**config.mk**
```make
export PLATFORM = sky130hd
export DESIGN_NAME = zle_xcb_arb2
export DESIGN_NICKNAME = d
export VERILOG_FILES = /design/src/rtl/zle_xcb_arb2_pkg.sv /design/src/rtl/zle_xcb_arb2_frame_cnt.sv /design/src/rtl/zle_xcb_arb2.sv
export SDC_FILE = /design/constraint.sdc
export NUM_CORES = 1
export LEC_CHECK = 0
export BUFFER_PORTS_ARGS = -buffer_cell sky130_fd_sc_hd__clkbuf_2
export CAP_MARGIN = 30
export CELL_PAD_IN_SITES_DETAIL_PLACEMENT = 1
export CELL_PAD_IN_SITES_GLOBAL_PLACEMENT = 1
export CORE_ASPECT_RATIO = 0.6
export CORE_UTILIZATION = 35
export CTS_CLUSTER_DIAMETER = 120
export DETAILED_ROUTE_END_ITERATION = 8
export PLACE_DENSITY = 0.84
export SYNTH_ARGS = -nofsm -noshare
export SYNTH_HDL_FRONTEND = slang
export SYNTH_HIERARCHICAL = 1
export SYNTH_SLANG_ARGS = --single-unit
```
**constraint.sdc**
```tcl
create_clock -name clock -period 2.71 [get_ports clock]
set_input_delay 0.542 -clock clock [delete_from_list [all_inputs] [get_ports clock]]
set_output_delay 0.542 -clock clock [all_outputs]
set_load 0.02 [all_outputs]
```
**src/rtl/zle_xcb_arb2_pkg.sv**
```systemverilog
// Shared types and constants for the two-channel frame arbiter in front of the zle_xcB encoder.
package zle_xcb_arb2_pkg;

    localparam int DW_DEF    = 7;
    localparam int FRAME_DEF = 16;
    localparam int CW_DEF    = 8;

    typedef enum logic [1:0] {
        ST_IDLE  = 2'd0,
        ST_GNT_A = 2'd1,
        ST_GNT_B = 2'd2
    } state_t;

    typedef enum logic {
        CH_A = 1'b0,
        CH_B = 1'b1
    } chan_t;

    localparam logic [1:0] GRANT_IDLE = 2'b00;
    localparam logic [1:0] GRANT_A    = 2'b01;
    localparam logic [1:0] GRANT_B    = 2'b10;

endpackage

```
**src/rtl/zle_xcb_arb2_frame_cnt.sv**
```systemverilog
// Counts transfers inside the current frame (0..FRAME-1) and flags the first and last slot.
module zle_xcb_arb2_frame_cnt #(
    parameter int CW    = 8,
    parameter int FRAME = 16
) (
    input  logic clock,
    input  logic reset,
    input  logic i_inc,
    input  logic i_clr,
    output logic o_at_first,
    output logic o_at_last
);

    logic [CW-1:0] r_cnt;

    always_ff @(posedge clock) begin
        if (reset) begin
            r_cnt <= '0;
        end else if (i_clr) begin
            r_cnt <= '0;
        end else if (i_inc) begin
            r_cnt <= r_cnt + CW'(1);
        end
    end

    assign o_at_first = (r_cnt == '0);
    assign o_at_last  = (r_cnt == CW'(FRAME - 1));

endmodule

```
**src/rtl/zle_xcb_arb2.sv**
```systemverilog
// Frame-granular arbiter: hands the shared encoder input to channel A or B for whole frames.
module zle_xcb_arb2
    import zle_xcb_arb2_pkg::*;
#(
    parameter int DW    = DW_DEF,
    parameter int FRAME = FRAME_DEF,
    parameter int CW    = CW_DEF
) (
    input  logic          clock,
    input  logic          reset,
    input  logic [DW-1:0] a_d,
    input  logic          a_v,
    output logic          a_b,
    input  logic [DW-1:0] b_d,
    input  logic          b_v,
    output logic          b_b,
    output logic [DW-1:0] z_d,
    output logic          z_v,
    input  logic          z_b,
    output logic [1:0]    grant,
    output logic          frame_done,
    output logic          frm_err
);

    state_t r_state;
    state_t w_next;
    chan_t  r_last;
    logic   r_frame_done;
    logic   r_frm_err;
    logic   w_xfer;
    logic   w_at_first;
    logic   w_at_last;
    logic   w_frame_end;

    assign w_xfer      = z_v & ~z_b;
    assign w_frame_end = w_xfer & w_at_last;

    zle_xcb_arb2_frame_cnt #(
        .CW    (CW),
        .FRAME (FRAME)
    ) u_frame_cnt (
        .clock      (clock),
        .reset      (reset),
        .i_inc      (w_xfer & ~w_at_last),
        .i_clr      (w_frame_end),
        .o_at_first (w_at_first),
        .o_at_last  (w_at_last)
    );

    always_comb begin
        z_d = '0;
        z_v = 1'b0;
        a_b = 1'b1;
        b_b = 1'b1;
        unique case (r_state)
            ST_GNT_A: begin
                z_d = a_d;
                z_v = a_v;
                a_b = z_b;
            end
            ST_GNT_B: begin
                z_d = b_d;
                z_v = b_v;
                b_b = z_b;
            end
            default: ;
        endcase
    end

    always_comb begin
        grant = GRANT_IDLE;
        unique case (r_state)
            ST_GNT_A: grant = GRANT_A;
            ST_GNT_B: grant = GRANT_B;
            default:  grant = GRANT_IDLE;
        endcase
    end

    // A switch is only allowed before a frame's first token or right at its end.
    always_comb begin
        w_next = r_state;
        unique case (r_state)
            ST_IDLE: begin
                if (a_v && b_v) begin
                    w_next = (r_last == CH_B) ? ST_GNT_A : ST_GNT_B;
                end else if (a_v) begin
                    w_next = ST_GNT_A;
                end else if (b_v) begin
                    w_next = ST_GNT_B;
                end
            end
            ST_GNT_A: begin
                if (w_frame_end) begin
                    if (b_v) begin
                        w_next = ST_GNT_B;
                    end
                end else if (w_at_first && !a_v && b_v) begin
                    w_next = ST_GNT_B;
                end
            end
            ST_GNT_B: begin
                if (w_frame_end) begin
                    if (a_v) begin
                        w_next = ST_GNT_A;
                    end
                end else if (w_at_first && !b_v && a_v) begin
                    w_next = ST_GNT_A;
                end
            end
            default: w_next = ST_IDLE;
        endcase
    end

    always_ff @(posedge clock) begin
        if (reset) begin
            r_state      <= ST_IDLE;
            r_last       <= CH_B;
            r_frame_done <= 1'b0;
            r_frm_err    <= 1'b0;
        end else begin
            r_state      <= w_next;
            r_frame_done <= w_frame_end;
            if (w_frame_end) begin
                r_last <= (r_state == ST_GNT_B) ? CH_B : CH_A;
                if (z_d == '0) begin
                    r_frm_err <= 1'b1;
                end
            end
        end
    end

    assign frame_done = r_frame_done;
    assign frm_err    = r_frm_err;

endmodule

```
==> results.py, run 1 <==
metrics = {
    "run_status": {
        "status": "completed",
    },
    "logic_synthesis": {
        "syn_area_per_cell_sq_um": 8.437,
        "synth_compound_area_share_pct": 22.44,
        "synthArstFlopShare_pct": 0,
        "synth_adder_area_share_pct": 10.50,
        "yosys-mux-area-fraction_pct": 1.050,
        "yosysSeqAreaShare_pct": 27.30,
        "ys.flop_type": "dfxtp_1",
        "ys_warn_count": 6,
        "synth_area_sq_um": 953.4,
        "synth-edff-count": 0,
        "synth-simple-area-share_pct": 28.48,
        "ys_ff_latch": 13,
        "synth_nets": 140,
        "synthXorXnorAreaFrac_pct": 3.675,
        "ys_types": 41,
        "syn_inst": 113,
        "synth_top_family_by_area": "simple AND/OR/NAND/NOR gates",
    },
    "global_routing": {
        "grt_max_degree": 14,
        "first_global_vias": 964,
        "grt_pass1_wl_microns": 4719,
        "grt_usage_pct": 20.82,
        "antenna_found_initial": 0,
        "grt.overflow.total": 0,
    },
    "detailed_routing": {
        "post_drt_wl_per_cell_microns": 16.33,
        "viasPerCell": 5.503,
        "drt-pass1-iter-count": 4,
        "dr.first_iter.drc_count": 36,
        "drt-total-wl_microns": 2891,
        "drc": 0,
        "num_vias": 974,
        "detail-route-antenna-nets": 0,
    },
    "sta": {
        "tns_ns": 0,
        "hold_viol_final": 0,
        "setup_viol": 0,
        "maxSlewViolCount": 0,
        "rsz0062_at_grt": "false",
        "finalCritPeriodShare_pct": 87.86,
        "fmax_mhz": 420.0,
        "period_needed_ns": 2.381,
        "slew_headroom_pct": 65.86,
        "skew_ns": 0.001868,
        "worstMarginPinSlew_ns": 0.5121,
    },
    "clocking": {
        "clk_latency_ns": 0.25,
        "htreeDepth": 1,
        "post_cts_resized": 0,
        "cts_max_path_buffers": 2,
        "cts_setup_buffers": 0,
        "numCtsBuffers": 3,
        "clk_pin_slew_worst_paths_ns": 0.06,
        "cts.sinks": 13,
        "cts-root-buf": "clkbuf_8",
        "cts_tree": "done",
        "ctsHoldBuffers": 0,
    },
    "pwr": {
        "power_density_nw_per_um2": 769.2,
        "seqPwrFrac_pct": 24.9,
        "netSwitchingFraction_pct": 45.61,
        "ir_drop_uv": 291.5,
        "leakagePower_uw": 0.0005151,
        "p_int_uw": 492.6,
        "p_switching_uw": 413.0,
        "clkPwrFrac_pct": 19.5,
        "combPwrFrac_pct": 55.6,
    },
    "floorplanning": {
        "core.rowCount": 14,
        "io_pins": 33,
        "die_w_microns": 69.38,
        "die_y_microns": 42.43,
        "start_util_pct": 37.54,
        "coreArea_sq_um": 2540,
        "dieArea_sq_um": 2944,
    },
    "worst_setup_path": {
        "cp_data_arrival_time_ns": 1.84,
        "critPathRequiredTime_ns": 2.17,
        "start_kind": "register",
        "criticalPathCategory": "register to output pin",
        "worstPathMaxFanout": 13,
        "critPathCaptureType": "output pin",
    },
    "hold_path": {
        "hold_path.class": "register to register",
    },
    "layout": {
        "final_util_pct": 46.35,
        "area_delta_synth_final_pct": 23.49,
        "antenna_cells": 0,
        "fin_nets": 173,
        "drive_above_1_share_pct": 32.41,
    },
    "placed_design": {
        "hpwl_microns": 2353,
        "port_buffers": 32,
        "gp_congestion": 0.8255,
    },
    "flow_run": {
        "drv_cap": 0,
    },
}
[sequential cells by signal, indices dropped and copies added (netlist names)]
register           flops
u_frame_cnt/r_cnt      8
r_state                2
frame_done             1
frm_err                1
r_last                 1
[cells by family after synthesis]
family | Yosys count
AOI/OAI and AO/OA | 27
xor gates and xnor gates | 4
adders and majority gates | 8
buffers and inverters | 13
DFF | 13
muxes | 1
and+or+nand+nor | 47
[critical path: stages (launching register included)]
cell      delay [ns]
dfxtp_1         0.36
inv_1           0.17
ha_1            0.51
a22oi_1         0.22
nor2_1          0.14
clkbuf_2        0.20
[path summary, 6_finish.rpt]
kind / startpoint / to / slack, ns / cells past startpoint
setup / recovery: r_state[0] / z_d[1] / 0.33 / 5
hold / removal: frm_err / frm_err / 0.49 / 1
setup reg to reg: r_state[0] / u_frame_cnt/r_cnt[7] / 0.41 / 8
hold reg to reg: frm_err / frm_err / 0.49 / 1
[cell type report]
type / count / area [sq um]
clock buffers: 4 / 45.04
repair buffers: 34 / 175.2
multi-input cells: 87 / 630.6
flip-flops and latches: 13 / 260.3
well taps: 32 / 40.04
fillers: 321 / 1363
inverters: 7 / 26.28
[cells in the final DEF, fill, tap and decap left out, drive strengths merged]
master / instances
a21oi: 4
o31ai: 1
nand4: 4
o32ai: 2
xnor2: 1
a221oi: 1
o211a: 2
xor2: 3
o211ai: 1
or2: 2
buf: 2
a22oi: 8
ha: 8
clkbuf: 36
mux2i: 1
nor3: 2
dfxtp: 13
or3: 4
o21ai: 3
nor2b: 1
or4: 1
nand2: 5
o21bai: 1
and4bb: 1
nand3b: 3
and2b: 1
nor2: 16
nor4b: 1
a41oi: 1
o21ba: 1
nand3: 3
nand2b: 2
inv: 7
nor4: 1
a31oi: 2
[synth_stat cells, types with 2 or more instances]
library cell  count  share of area, %
o211a_1           2               2.1
nor2_1           16               6.3
a31oi_1           2               1.3
ha_1              8                10
nand2_1           5               2.0
a21oi_1           4               2.1
buf_2             3               1.6
nand3b_1          3               2.4
or3_1             3               2.0
dfxtp_1          13                27
inv_1             7               2.8
nand4_1           4               2.6
nand3_1           3               1.6
clkbuf_1          2              0.79
nand2b_1          2               1.3
a22oi_1           7               5.5
o21ai_0           3               1.6
xor2_1            3               2.8
[stage by stage]
stage          hold slack (ns)  total power (uW)  setup slack [ns]  area [sq um]  instances
2_1_floorplan           0.4583             595.8            0.6418         953.4        113
3_3_place_gp            0.4645             707.2            0.5631          1132        173
3_5_place_dp            0.4830             729.5            0.4249          1132        173
4_1_cts                 0.4961             910.6            0.3363          1177        177
5_1_grt                 0.5157             971.1            0.1542          1177        177
6_report                0.4873             905.7            0.3289          1177        177
[per-layer routing]
layer  part of all wire [%]  GRT usage [%]  up-vias
li1                       -              -      474
met1                     47          26.68      472
met2                     46          33.01       18
met3                    3.4          6.731       10
met4                    3.0          7.347        0
met5                      0              0        -
[power by group through the flow]
| stage | Clock [uW] | Sequential (uW) | Combinational, uW |
|---|---|---|---|
| 2_1_floorplan | 0 | 225 | 371 |
| 3_3_place_gp | 0 | 228 | 480 |
| 3_5_place_dp | 0 | 231 | 499 |
| 4_1_cts | 182 | 227 | 502 |
| 5_1_grt | 192 | 229 | 550 |
| 6_report | 177 | 226 | 503 |
Power figures use the tool's default switching activity.
==> run 2, diff against run 1 <==
CORE_UTILIZATION = 32   (was 35)
PLACE_DENSITY = 0.81   (was 0.84)
clock period = 2 ns   (was 2.71 ns; I/O delays follow)
==> results.py, run 2 (synthesis gave the netlist of run 1 again) <==
metrics = {
    "flow_run": {
        "drv_cap": 0,
    },
    "sta": {
        "worstMarginPinSlew_ns": 0.3694,
        "slew_headroom_pct": 75.30,
        "rsz0062_at_grt": "true",
        "tns_ns": -0.007326,
        "hold_viol_final": 0,
        "period_needed_ns": 2.007,
        "setup_viol": 1,
        "setup_ws_ns": -0.007326,
        "skew_ns": 0.0008407,
        "fmax_mhz": 498.2,
        "finalCritPeriodShare_pct": 100.4,
        "maxSlewViolCount": 0,
    },
    "clocking": {
        "cts_max_path_buffers": 2,
        "cts.sinks": 13,
        "cts-root-buf": "clkbuf_8",
        "numCtsBuffers": 3,
        "htreeDepth": 1,
        "ctsHoldBuffers": 0,
        "clk_pin_slew_worst_paths_ns": 0.06,
        "cts_tree": "done",
        "clk_latency_ns": 0.25,
    },
    "worst_setup_path": {
        "critPathCaptureType": "output pin",
        "timing.reg2reg.setup_slack_ns": 0.01,
        "critPathRequiredTime_ns": 1.60,
        "criticalPathCategory": "register to output pin",
        "reg2reg_from": "u_frame_cnt/r_cnt[7]",
        "r2r-end": "r_state[1]",
        "cp_data_arrival_time_ns": 1.61,
        "worst_r2r_path_depth": 6,
        "start_kind": "register",
        "worstPathMaxFanout": 12,
    },
    "layout": {
        "design_area_sq_um": 1329,
        "nFillCells": 346,
        "final_common_cell": "clkbuf_2",
        "top_regs": "u_frame_cnt/r_cnt (8), r_state (2)",
        "final_cell_mix": "clkbuf_2, nor2_1, dfxtp_1, buf_4",
        "top_register": "u_frame_cnt/r_cnt",
        "area_delta_synth_final_pct": 39.37,
        "drive_above_1_share_pct": 48.03,
        "largest_register_ffs": 8,
        "antenna_cells": 0,
        "fin_nets": 180,
    },
    "global_routing": {
        "first_global_vias": 1045,
        "grt_usage_pct": 21.94,
        "antenna_found_initial": 0,
        "grt.overflow.total": 0,
        "grt_max_degree": 13,
        "grt_pass1_wl_microns": 5188,
    },
    "placed_design": {
        "gp_congestion": 0.7641,
        "hpwl_microns": 2412,
        "port_buffers": 32,
        "dp_slack_ns": -0.1050,
        "dpl_cell_area_sq_um": 1181,
    },
    "detailed_routing": {
        "detail-route-antenna-nets": 0,
        "num_vias": 1030,
        "drc": 0,
        "viasPerCell": 5.365,
        "post_drt_wl_per_cell_microns": 18.41,
        "dr.first_iter.drc_count": 63,
        "drt-total-wl_microns": 3534,
        "drt-pass1-iter-count": 4,
    },
    "floorplanning": {
        "io_pins": 33,
        "die_w_microns": 72.47,
        "die_y_microns": 44.28,
        "coreArea_sq_um": 2663,
        "dieArea_sq_um": 3209,
        "core.rowCount": 14,
        "start_util_pct": 35.81,
    },
    "hold_path": {
        "holdPathStages": 2,
        "min_from": "reset",
        "hold_path.class": "primary input to register",
        "hold_end": "r_state[1]",
    },
    "pwr": {
        "leakagePower_uw": 0.0005731,
        "ir_drop_uv": 520.6,
        "power_density_nw_per_um2": 1079,
    },
    "run_status": {
        "violations": "negative setup slack",
        "status": "finished, violations left",
    },
}
## run 2: cell count changes in the layout (fill, tap and decap cells not counted), moves of 3 or more
cell     change
buf_4        +5
a22oi_2      +4
a22oi_1      -4
ha_1         -3
## run 2: metrics by stage
| stage | hold WS [ns] | cells | power, uW | utilization (%) |
|---|---|---|---|---|
| after CTS | 0.4278 | 191 | 1318 | 46.95 |
| after detailed placement | 0.4762 | 186 | 1045 | 44.36 |
| after global placement | 0.4651 | 186 | 1002 | 44.36 |
| after floorplan | 0.4583 | 113 | 813.7 | - |
| final | 0.4328 | 192 | 1434 | 49.91 |
| after global routing | 0.4387 | 192 | 1506 | 49.91 |
## run 2: area by class of cell
class / instances / area, sq um / share of cell area, %
Timing Repair Buffer: 41 / 235.2 / 17.70
Inverter: 7 / 26.28 / 1.977
Multi-Input combinational cell: 87 / 708.2 / 53.30
Tap cell: 40 / 50.05 / 3.766
Clock inverter: 1 / 5.005 / 0.3766
Clock buffer: 3 / 41.29 / 3.107
Sequential cell: 13 / 262.8 / 19.77
## run 2: worst max-delay path, stage by stage (launching register included)
cell and delay (ns):
dfxtp_2 0.33, buf_4 0.14, ha_1 0.21, buf_6 0.17, a22oi_1 0.26, nor2_1 0.07
clkbuf_2 0.17
## run 2: repair_timing
item                                    4_1_cts  5_1_grt
buffers inserted                              1        1
resized for setup                             3       20
pin swaps                                     1        4
gates cloned                                  0        0
endpoints found under the setup margin        5       19
## run 2: worst max-delay path by stage
stage,start,end,depth (start not counted)
after floorplan,u_frame_cnt/r_cnt[4],u_frame_cnt/r_cnt[0],9
after global placement,u_frame_cnt/r_cnt[4],r_state[1],6
after detailed placement,r_state[1],u_frame_cnt/r_cnt[7],8
after CTS,r_state[1],u_frame_cnt/r_cnt[7],8
after global routing,u_frame_cnt/r_cnt[7],r_state[1],6
final,r_state[1],z_d[3],6
## run 2: where the power goes
part | internal (uW) | switching, uW
clock | 138 | 110
sequential | 282 | 15.7
combinational | 364 | 525
total | 784 | 650
## run 2: metal layers
metal / global-route usage [%] / part of all wire (%) / vias to the layer above / wire [microns]
met5: 0 / 0 / - / 0
met1: 28.08 / 43 / 505 / 1515
li1: - / - / 488 / -
met3: 4.784 / 4.7 / 6 / 165
met2: 38.50 / 51 / 31 / 1799
met4: 4.706 / 1.5 / 0 / 54
==> run 3, diff against run 2 <==
CORE_MARGIN = 2   (was unset)
CORE_UTILIZATION = 35   (was 32)
PLACE_DENSITY = 0.84   (was 0.81)
SKIP_LAST_GASP = 1   (was unset)
clock period = 2.15 ns   (was 2 ns; I/O delays follow)
==> results.py, run 3 (synthesis gave the netlist of run 1 again) <==
metrics = {
    "sta": {
        "fmax_mhz": 472.3,
        "rsz0062_at_grt": "true",
        "slew_headroom_pct": 78.21,
        "hold_viol_final": 0,
        "skew_ns": 0.002868,
        "setup_viol": 0,
        "maxSlewViolCount": 0,
        "period_needed_ns": 2.117,
        "finalCritPeriodShare_pct": 98.47,
        "worstMarginPinSlew_ns": 0.3268,
        "tns_ns": 0,
    },
    "worst_setup_path": {
        "criticalPathCategory": "register to register",
        "start_kind": "register",
        "worst_r2r_path_depth": 6,
        "critPathRequiredTime_ns": 2.29,
        "critPathCaptureType": "register",
        "cp-startpoint": "u_frame_cnt/r_cnt[4]",
        "r2r-end": "r_state[1]",
        "cp_data_arrival_time_ns": 2.26,
        "timing.reg2reg.setup_slack_ns": 0.03,
        "endpoint": "r_state[1]",
        "worstPathMaxFanout": 5,
        "reg2reg_from": "u_frame_cnt/r_cnt[4]",
    },
    "layout": {
        "regArea_sq_um": 261.5,
        "antenna_cells": 0,
        "final_cell_mix": "clkbuf_2, nor2_1, dfxtp_1, ha_1, buf_4",
        "nFillCells": 321,
        "area_delta_synth_final_pct": 32.15,
        "drive_above_1_share_pct": 39.74,
        "fin_nets": 179,
        "multiInputGateArea_sq_um": 666.9,
        "top_regs": "u_frame_cnt/r_cnt (8), r_state (2)",
        "largest_register_ffs": 8,
        "final_common_cell": "clkbuf_2",
        "top_register": "u_frame_cnt/r_cnt",
    },
    "clocking": {
        "clk_latency_ns": 0.24,
        "cts_tree": "done",
        "cts.sinks": 13,
        "numCtsBuffers": 3,
        "ctsHoldBuffers": 0,
        "cts-root-buf": "clkbuf_8",
        "cts_max_path_buffers": 2,
        "clk_pin_slew_worst_paths_ns": 0.05,
        "htreeDepth": 1,
    },
    "placed_design": {
        "hpwl_microns": 2329,
        "gp_congestion": 0.8253,
        "port_buffers": 32,
    },
    "pwr": {
        "power_uw": 1214,
        "leakagePower_uw": 0.0005634,
        "power_density_nw_per_um2": 963.6,
        "ir_drop_uv": 361.2,
    },
    "detailed_routing": {
        "drt-pass1-iter-count": 4,
        "drt-total-wl_microns": 3004,
        "post_drt_wl_per_cell_microns": 16.42,
        "dr.first_iter.drc_count": 23,
        "num_vias": 991,
        "drc": 0,
        "detail-route-antenna-nets": 0,
        "viasPerCell": 5.415,
    },
    "hold_path": {
        "hold_path.class": "primary input to register",
        "min_from": "reset",
    },
    "floorplanning": {
        "core.rowCount": 14,
        "io_pins": 33,
        "coreArea_sq_um": 2540,
        "dieArea_sq_um": 3171,
        "start_util_pct": 37.54,
        "die_w_microns": 71.38,
        "die_y_microns": 44.43,
    },
    "global_routing": {
        "grt_max_degree": 13,
        "grt_usage_pct": 19.32,
        "grt.overflow.total": 0,
        "grt_util_met3_pct": 4.328,
        "global_route.peak_usage_layer": "met2",
        "antenna_found_initial": 0,
        "grt_pass1_wl_microns": 4609,
        "first_global_vias": 978,
        "met2_usage_pct": 32.96,
        "grtUsageMet1_pct": 25.76,
    },
    "run_status": {
        "status": "completed",
    },
    "flow_run": {
        "drv_cap": 0,
    },
}
## run 3: power by group
group          switching, uW  total, uW  internal, uW
logic                    436        720           284
registers               17.3        278           261
clock network           84.6        215           131
total                    538       1210           676
## run 3: per-stage QoR
step	instances	setup WS [ns]	utilization (%)	hold slack, ns	cell area, sq um
finish	183	0.03288	49.61	0.4697	1260
global route	183	-0.05492	49.61	0.4848	1260
CTS	180	0.01678	47.39	0.4567	1204
detailed placement	176	0.05332	45.47	0.4928	1155
global placement	176	0.1554	45.47	0.4689	1155
floorplan	113	0.08176	-	0.4583	953.4
## run 3: worst min-delay path by stage
stage | to | slack [ns] | cells after the start
finish | r_state[1] | 0.47 | 2
global placement | frm_err | 0.47 | 1
global route | r_state[1] | 0.48 | 2
detailed placement | frm_err | 0.49 | 1
CTS | r_state[1] | 0.46 | 2
floorplan | r_last | 0.46 | 2
## run 3: critical path, cell delays in order (launching register included)
cell      delay [ns]
dfxtp_1         0.35
or4_4           0.58
nor4b_4         0.29
nand3b_1        0.14
a21oi_2         0.21
o32ai_1         0.12
a221oi_2        0.31
## run 3: repair_timing
item,CTS,global route
gates resized for setup,1,7
endpoints found under the setup margin,1,17
buffers inserted,0,3
## run 3: final cells by class
type                       count  area share, %
sequential                    13          20.75
clock buffer                   4          3.575
tap                           32          3.178
timing repair buffer          40          17.48
multi-input combinational     87          52.93
inverter                       7          2.085
## run 3: layer usage
metal	up-vias	wire (microns)
met3	2	117
li1	483	-
met5	-	0
met4	0	12
met2	16	1400
met1	490	1473
